<file path="src/rtl/zoned_alarm_controller.sv">
// Zoned alarm controller: perimeter/hub zones, exit/entry delays,
// siren timeout, validated WiFi commands and per-zone trip latching.
module zoned_alarm_controller #(
  parameter int N_ZONES = 4,
  parameter logic [N_ZONES-1:0] HUB_MASK = N_ZONES'(1),
  parameter int EXIT_CYC = 16,
  parameter int ENTRY_CYC = 16,
  parameter int SIREN_CYC = 64,
  parameter int CNT_W = 16,
  parameter int CMD_W = 4,
  parameter logic [CMD_W-1:0] CMD_DISARM = CMD_W'(4'b1010),
  parameter logic [CMD_W-1:0] CMD_ARM = CMD_W'(4'b1011),
  parameter logic [CMD_W-1:0] CMD_ESC = CMD_W'(4'b1100)
) (
  input  logic               clk,
  input  logic               reset,
  input  logic               init,
  input  logic [N_ZONES-1:0] zone,
  input  logic [CMD_W-1:0]   cmd,
  input  logic               cmd_valid,
  output logic               outWIFI_gf,
  output logic               siren_gf,
  output logic               lock_gf,
  output logic               inactive_gf,
  output logic               active_gf,
  output logic               alarm_gf,
  output logic               emergency_gf,
  output logic               delay_gf,
  output logic [2:0]         message_gf,
  output logic [N_ZONES-1:0] tripped_gf
);

  typedef enum logic [2:0] {
    S_INACTIVE = 3'd0,
    S_EXIT     = 3'd1,
    S_ACTIVE   = 3'd2,
    S_ENTRY    = 3'd3,
    S_ALARM    = 3'd4,
    S_EMERG    = 3'd5
  } state_t;

  localparam logic [CNT_W-1:0] EXIT_LD  = CNT_W'(EXIT_CYC - 1);
  localparam logic [CNT_W-1:0] ENTRY_LD = CNT_W'(ENTRY_CYC - 1);
  localparam logic [CNT_W-1:0] SIREN_LD = CNT_W'(SIREN_CYC - 1);
  localparam logic [CNT_W-1:0] ONE      = CNT_W'(1);

  state_t             state, state_nx;
  logic [CNT_W-1:0]   cnt, cnt_nx;
  logic [N_ZONES-1:0] trip, trip_nx;
  logic               sdone;
  logic               clr;
  logic               watch;

  logic dis, arm, esc, hub, per, cnt_z;

  assign dis   = cmd_valid && (cmd == CMD_DISARM);
  assign arm   = cmd_valid && (cmd == CMD_ARM);
  assign esc   = cmd_valid && (cmd == CMD_ESC);
  assign hub   = |(zone & HUB_MASK);
  assign per   = |(zone & ~HUB_MASK);
  assign cnt_z = (cnt == '0);

  // Next-state, counter and trip-clear decision in priority order
  always_comb begin
    state_nx = state;
    cnt_nx   = cnt;
    clr      = 1'b0;
    case (state)
      S_INACTIVE: begin
        if (init || arm) begin
          state_nx = S_EXIT;
          cnt_nx   = EXIT_LD;
          clr      = 1'b1;
        end
      end
      S_EXIT: begin
        if (dis) state_nx = S_INACTIVE;
        else if (cnt_z) state_nx = S_ACTIVE;
        else cnt_nx = cnt - ONE;
      end
      S_ACTIVE: begin
        if (dis) state_nx = S_INACTIVE;
        else if (hub) state_nx = S_EMERG;
        else if (per) begin
          state_nx = S_ENTRY;
          cnt_nx   = ENTRY_LD;
        end
        else if (esc) state_nx = S_EMERG;
      end
      S_ENTRY: begin
        if (dis) state_nx = S_INACTIVE;
        else if (hub || esc) state_nx = S_EMERG;
        else if (cnt_z) begin
          state_nx = S_ALARM;
          cnt_nx   = SIREN_LD;
        end
        else cnt_nx = cnt - ONE;
      end
      S_ALARM: begin
        if (dis) state_nx = S_INACTIVE;
        else if (arm) begin
          state_nx = S_EXIT;
          cnt_nx   = EXIT_LD;
          clr      = 1'b1;
        end
        else if (hub || esc) state_nx = S_EMERG;
        else if (!cnt_z) cnt_nx = cnt - ONE;
      end
      S_EMERG: begin
        if (dis) state_nx = S_INACTIVE;
        else if (arm) begin
          state_nx = S_EXIT;
          cnt_nx   = EXIT_LD;
          clr      = 1'b1;
        end
      end
      default: state_nx = S_INACTIVE;
    endcase
    if (state_nx == S_INACTIVE) clr = 1'b1;
  end

  assign watch = (state == S_ACTIVE) || (state == S_ENTRY) ||
                 (state == S_ALARM) || (state == S_EMERG);

  // Sticky trip bits; a clearing event wins over a same-cycle detect
  always_comb begin
    trip_nx = trip;
    if (clr) trip_nx = '0;
    else if (watch) trip_nx = trip | zone;
  end

  // Core state, counter, trip latch and siren-expired flag
  always_ff @(posedge clk or negedge reset) begin
    if (!reset) begin
      state <= S_INACTIVE;
      cnt   <= '0;
      trip  <= '0;
      sdone <= 1'b0;
    end else begin
      state <= state_nx;
      cnt   <= cnt_nx;
      trip  <= trip_nx;
      sdone <= (state == S_ALARM) && cnt_z;
    end
  end

  assign tripped_gf = trip;

  // Registered outputs decoded from the current state
  always_ff @(posedge clk or negedge reset) begin
    if (!reset) begin
      outWIFI_gf   <= 1'b0;
      siren_gf     <= 1'b0;
      lock_gf      <= 1'b0;
      delay_gf     <= 1'b0;
      inactive_gf  <= 1'b1;
      active_gf    <= 1'b1;
      alarm_gf     <= 1'b1;
      emergency_gf <= 1'b1;
      message_gf   <= 3'd0;
    end else begin
      outWIFI_gf   <= (state == S_ALARM) || (state == S_EMERG);
      siren_gf     <= ((state == S_ALARM) && !sdone) ||
                      (state == S_EMERG);
      lock_gf      <= (state == S_EMERG);
      delay_gf     <= (state == S_EXIT) || (state == S_ENTRY);
      inactive_gf  <= !(state == S_INACTIVE);
      active_gf    <= !((state == S_EXIT) || (state == S_ACTIVE) ||
                        (state == S_ENTRY));
      alarm_gf     <= !(state == S_ALARM);
      emergency_gf <= !(state == S_EMERG);
      message_gf   <= state;
    end
  end

endmodule

</file>
<file path="config.mk">
export PLATFORM = sky130hd
export DESIGN_NAME = zoned_alarm_controller
export DESIGN_NICKNAME = d
export VERILOG_FILES = /design/src/rtl/zoned_alarm_controller.sv
export SDC_FILE = /design/constraint.sdc
export NUM_CORES = 1
export LEC_CHECK = 0
export CAP_MARGIN = 0
export CORE_UTILIZATION = 54
export DETAILED_ROUTE_END_ITERATION = 12
export PLACE_DENSITY = 0.79
export SETUP_SLACK_MARGIN = 0.15
export SKIP_CTS_REPAIR_TIMING = 1
export SYNTH_ARGS = -nofsm -noshare
export SYNTH_HDL_FRONTEND = slang
export SYNTH_SLANG_ARGS = --single-unit
export TNS_END_PERCENT = 50
</file>
<file path="constraint.sdc">
create_clock -name clk -period 2.8 [get_ports clk]
set_clock_uncertainty 0.1 [all_clocks]
set_input_delay 0.84 -clock clk [delete_from_list [all_inputs] [get_ports clk]]
set_output_delay 0.84 -clock clk [all_outputs]
set_load 0.005 [all_outputs]
</file>
# After elaboration in Yosys (flattened, before gate mapping)
# Index checks and enable logic that the tools add are counted.
[word_totals] register_bits=35 input_bits=12 out_inout_bits=15 elab_cells=100
[classes] add_sub_neg=1 eq_ne=19 mux=38 bitwise=1 n_reduce_logical=28
[op_table] op="$mux 16" count=14
[op_table] op="$pmux 16 s6" count=1
[op_table] op="$mux 3" count=15
[op_table] op="$ne 2x2->1 const B" count=10
[op_table] op="$pmux 3 s6" count=1
[op_table] op="$logic_not 16->1" count=1
[op_table] op="$sub 16x1->16 const B" count=1
[op_table] op="$eq 4x4->1 const B" count=3
[op_table] op="$reduce_and 12->1" count=1
[op_table] op="$logic_or 1x1->1" count=10
[op_table] op="$mux 4" count=2
[op_table] op="$eq 3x2->1 const B" count=2
[op_table] op="$eq 3x3->1 const B" count=2
[op_table] op="$logic_not 3->1" count=2
[op_table] op="$reduce_bool 6->1" count=1
[op_table] op="$logic_and 1x1->1" count=5
[op_table] op="$logic_not 1->1" count=5
[op_table] op="$mux 1" count=4
[op_table] op="$or 4x4->4" count=1
[op_table] op="$eq 3x1->1 const B" count=1
[op_table] op="$ne 3x3->1 const B" count=1
[op_table] op="$reduce_or 3->1" count=1
[op_table] op="$pmux 1 s2" count=1
[op_table] op="$reduce_bool 2->1" count=1
[op_table] op="$reduce_or 2->1" count=1

# Depth between registers and ports, before layout
[depth] depth_word=10 ltp_mapped=9 mapped_depth_nobuf=8

# Worst setup path before layout
# OpenSTA, ideal clock, no wires.
[synth_timing] path_type="register to register" from="register cnt[0]" to="register trip[0], in the netlist tripped_gf[0]" setup_ps=129 arrival_time_ps=2327 required_ps=2571 slack_ps=244 path_stages_with_launch=10 path_buffers=1 period_less_slack_ps=2556 cell_sequence="dfrtp_1 > inv_1 > ha_1 > or4b_1 > or4_4 > buf_6 > nand3_2 > o211ai_4 > a221oi_4 > nor2_1"
[synth_via] elab_chain_cells=8 elab_cells_between_ends=11 classes_between="mux (8); reduce/logical (3)"
[synth_lines] element="start, declared" line_no="48" rtl="logic [CNT_W-1:0] cnt, cnt_nx;"
[synth_lines] element="start signal, assigned" line_no="141" rtl="cnt <= cnt_nx;"
[synth_lines] element="$logic_not 16->1 (*)" line_no="61" rtl="assign cnt_z = (cnt == '0);"
[synth_lines] element="$mux 3" line_no="93" rtl="else if (cnt_z) begin"
[synth_lines] element="$mux 3" line_no="92" rtl="else if (hub || esc) state_nx = S_EMERG;"
[synth_lines] element="$mux 3" line_no="91" rtl="if (dis) state_nx = S_INACTIVE;"
[synth_lines] element="$pmux 3 s6 (*)" line_no="68" rtl="case (state)"
[synth_lines] element="named net state_nx[0]" line_no="47" rtl="state_t state, state_nx;"
[synth_lines] element="$logic_not 3->1 (*)" line_no="119" rtl="if (state_nx == S_INACTIVE) clr = 1'b1;"
[synth_lines] element="$mux 1 (*)" line_no="119"
[synth_lines] element="$mux 4 or $reduce_bool 2->1 (tied branches)"
[synth_lines] element="end signal, assigned" line_no="142" rtl="trip <= trip_nx;"
[synth_lines] element="end, declared" line_no="49" rtl="logic [N_ZONES-1:0] trip, trip_nx;"
# The timed path passes the listed nets; every way through them passes the cells marked *.
# A chain may end at the register's enable or synchronous reset.

# Worst setup path in the final report
[layout_timing] from="register cnt[12]" to="register cnt[12]"
[layout_via] elab_chain_cells=6 elab_cells_between_ends=11 classes_between="add/sub (1); mux (9); reduce/logical (1)"
[layout_lines] element="$sub 16x1->16 or $logic_not 16->1 (tied branches)"
[layout_lines] element="$mux 16" line_no="78, 107"
[layout_lines] element="$mux 16" line_no="106" rtl="else if (hub || esc) state_nx = S_EMERG;"
[layout_lines] element="$mux 16" line_no="101" rtl="else if (arm) begin"
[layout_lines] element="$mux 16" line_no="100" rtl="if (dis) state_nx = S_INACTIVE;"
[layout_lines] element="$pmux 16 s6 (*)" line_no="68"
# Every way passes the cells marked *; elsewhere a longest branch is shown, timed or not. The select of a mux whose other input is x is not followed.

==> flow_metrics.env <==
export IMPL_drc_errors=0
export IMPL_syn_area_sq_um=1960
export IMPL_ys_seq_area_share_pct=45.0
export IMPL_firstDrtPassIters=4
export IMPL_fin_nets=295
export IMPL_dieArea_sq_um=3870
export IMPL_critical_path_most_common_cell="or4_4"
export IMPL_p_leak_nw=1.25
export IMPL_hpwl_mm=3.18
export IMPL_hold_class="flop to flop"
export IMPL_grt_max_degree=36
export IMPL_post_drt_wl_per_cell_um=14.7
export IMPL_gp_congestion=0.937
export IMPL_drtIter0Drc=110
export IMPL_track_usage_pct=25.8
export IMPL_wl_mm=4.83
export IMPL_worst_pin_slew_ns=0.517
export IMPL_cts_made_buffers=5
export IMPL_cp_required_ns=2.93
export IMPL_final_cell_mix="40 x buf_4, 29 x dfrtp_1, 28 x nor2_1, 21 x clkdlybuf4s50_1"
export IMPL_synth_seq_cells=35
export IMPL_die_w_um=62.2
export IMPL_rows=21
export IMPL_slew_headroom_pct=65.2
export IMPL_cts_tree="built"
export IMPL_power_density_nw_per_um2=700
export IMPL_syn_inst=217
export IMPL_grt_pass1_vias=1722
export IMPL_rsz0062_at_grt="true"
export IMPL_gr_total_overflow=0
export IMPL_synth_edf_count=0
export IMPL_ant_nets=0
export IMPL_io_buffers=26
export IMPL_maxSlewViolCount=0
export IMPL_ir_worst_vdd_mv=0.355
export IMPL_layout_worst_path_cycle_share_pct=93.8
export IMPL_setup_violations=0
export IMPL_cpLargestDelayFamily="simple AND/OR/NAND/NOR gates"
export IMPL_grt_pass1_wl_mm=7.88
export IMPL_synth_nets=231
export IMPL_die_h_um=62.2
export IMPL_crit_path_top_delay_cell="or4_4"
export IMPL_tns_ns=0
export IMPL_htree_levels=2
export IMPL_path_cells="or4_4 -> or4_4 -> a221oi_4 -> buf_6 -> a21oi_1 -> o21ai_1 -> o41ai_2"
export IMPL_fin_crit_ns=2.63
export IMPL_async_reset_ff_share_pct=100
export IMPL_place_area_sq_um=2440
export IMPL_clock_latency_ns=0.34
export IMPL_fillerInstances=240
export IMPL_diodes=0
export IMPL_synth_avg_cell_area_sq_um=9.01
export IMPL_drive_gt1_share_pct=29.4
export IMPL_cts_buffer_depth=2
export IMPL_crit_buf_inv=1
export IMPL_cp_arrival_ns=2.76
export IMPL_cp_start_kind="flop"
export IMPL_grt_antenna_before_repair=0
export IMPL_fin_ws_ns=0.174
export IMPL_maxCapViolations=0
export IMPL_final_core_util_pct=78.9
export IMPL_ys_flop_type="dfrtp_1"
export IMPL_layout_commonest_cell="buf_4"
export IMPL_syn2layout_area_growth_pct=37.8
export IMPL_hold_ws_ns=0.339
export IMPL_root_buffer="clkbuf_4"
export IMPL_via_per_inst=5.72
export IMPL_clkSinkCount=35
export IMPL_pre_cts_slack_ns=-0.288
export IMPL_ys_types=51
export IMPL_ys_warn_count=0
export IMPL_start_util_pct=57.3
export IMPL_status="finished, final reports clean"
export IMPL_io_pins=27
export IMPL_clock_fmax_mhz=381
export IMPL_setup_worst_path_class="flop to flop"
export IMPL_slowest_delay_ns=0.59
export IMPL_final_area_sq_um=2700
export IMPL_core_area_sq_um=3420
export IMPL_cts_clk_slew_worst_paths_ns=0.11
export IMPL_crit_fanout=7
export IMPL_endpoint_kind="flop"
export IMPL_num_vias=1875
export IMPL_finalHoldViolations=0
worst paths after layout:
| check | from | depth (start not counted) | to | slack [ns] |
|---|---|---|---|---|
| max in group asynchronous | reset | 2 | emergency_gf | 1.45 |
| min in group asynchronous | reset | 2 | state[0] | 0.80 |
| worst max-delay path | cnt[12] | 7 | cnt[12] | 0.17 |
| worst max register to register | cnt[12] | 7 | cnt[12] | 0.17 |
| worst min register to register | sdone | 1 | siren_gf | 0.34 |
| worst min-delay path | sdone | 1 | siren_gf | 0.34 |
worst reg2reg max path, stage by stage, from the launching register on:
cell and delay (ns):
dfrtp_2 0.46, or4_4 0.55, or4_4 0.59, a221oi_4 0.32, buf_6 0.17, a21oi_1 0.05
o21ai_1 0.19, o41ai_2 0.09
flip-flops by register name (all words and copies together), names as in the netlist, 3 cells and up:
signal      cells
tripped_gf      4
message_gf      3
cnt            16
state           3
stage by stage:
stage,total power [mW],std cells
final,1.89,328
after global routing,2.02,328
after CTS,1.74,316
after detailed placement,1.46,308
after global placement,1.45,308
after floorplan,1.15,217
synth_stat cells (all sizes together), types with 2 or more instances:
library cell / number / area, sq um
and3: 2 / 12.5
ha: 2 / 25.0
clkbuf: 7 / 26.3
nor2: 29 / 111
nand3b: 2 / 15.0
buf: 3 / 22.5
nand2: 17 / 63.8
o22a: 2 / 17.5
o21ai: 26 / 130
nand4b: 2 / 17.5
or2: 2 / 12.5
nand2b: 4 / 25.0
o211ai: 4 / 48.8
nand3: 2 / 15.0
or4: 4 / 37.5
a21oi: 19 / 98.9
inv: 8 / 30.0
or3: 4 / 25.0
o31ai: 3 / 22.5
a221oi: 2 / 41.3
nor2b: 5 / 31.3
a31oi: 2 / 12.5
or3b: 2 / 17.5
a211oi: 2 / 15.0
and3b: 2 / 17.5
nor3: 11 / 55.1
dfstp: 4 / 105
dfrtp: 31 / 776
a32o: 2 / 20.0
layout make-up:
cell class	instances	area, sq um	share of cell area [%]
multi-input combinational	164	1080	40.1
clock inverter	1	5.00	0.186
clock buffer	7	55.1	2.04
sequential	35	883	32.8
timing repair buffer	67	584	21.7
tap	46	57.6	2.14
inverter	8	30.0	1.11
power by group:
group | internal [mW] | total [mW] | switching, mW
clock | 0.122 | 0.287 | 0.166
sequential | 0.602 | 0.657 | 0.0548
combinational | 0.469 | 0.944 | 0.475
cell families after synthesis:
| logic type | synth area share [%] |
|---|---|
| fa+ha+maj | 1.28 |
| compound gates | 24.0 |
| buf+inv | 4.03 |
| flops | 45.0 |
| mux | 0.512 |
| simple gates | 25.1 |
per-layer routing:
layer,part of all wire [%],vias to the layer above,wire (um),global-route usage [%]
met5,0,-,0,0
met3,4.5,7,218,4.78
li1,-,923,-,-
met2,46,54,2210,39.1
met1,49,891,2350,37.6
met4,1.2,0,57,7.85
No activity file was read; power rests on OpenSTA's default activity.
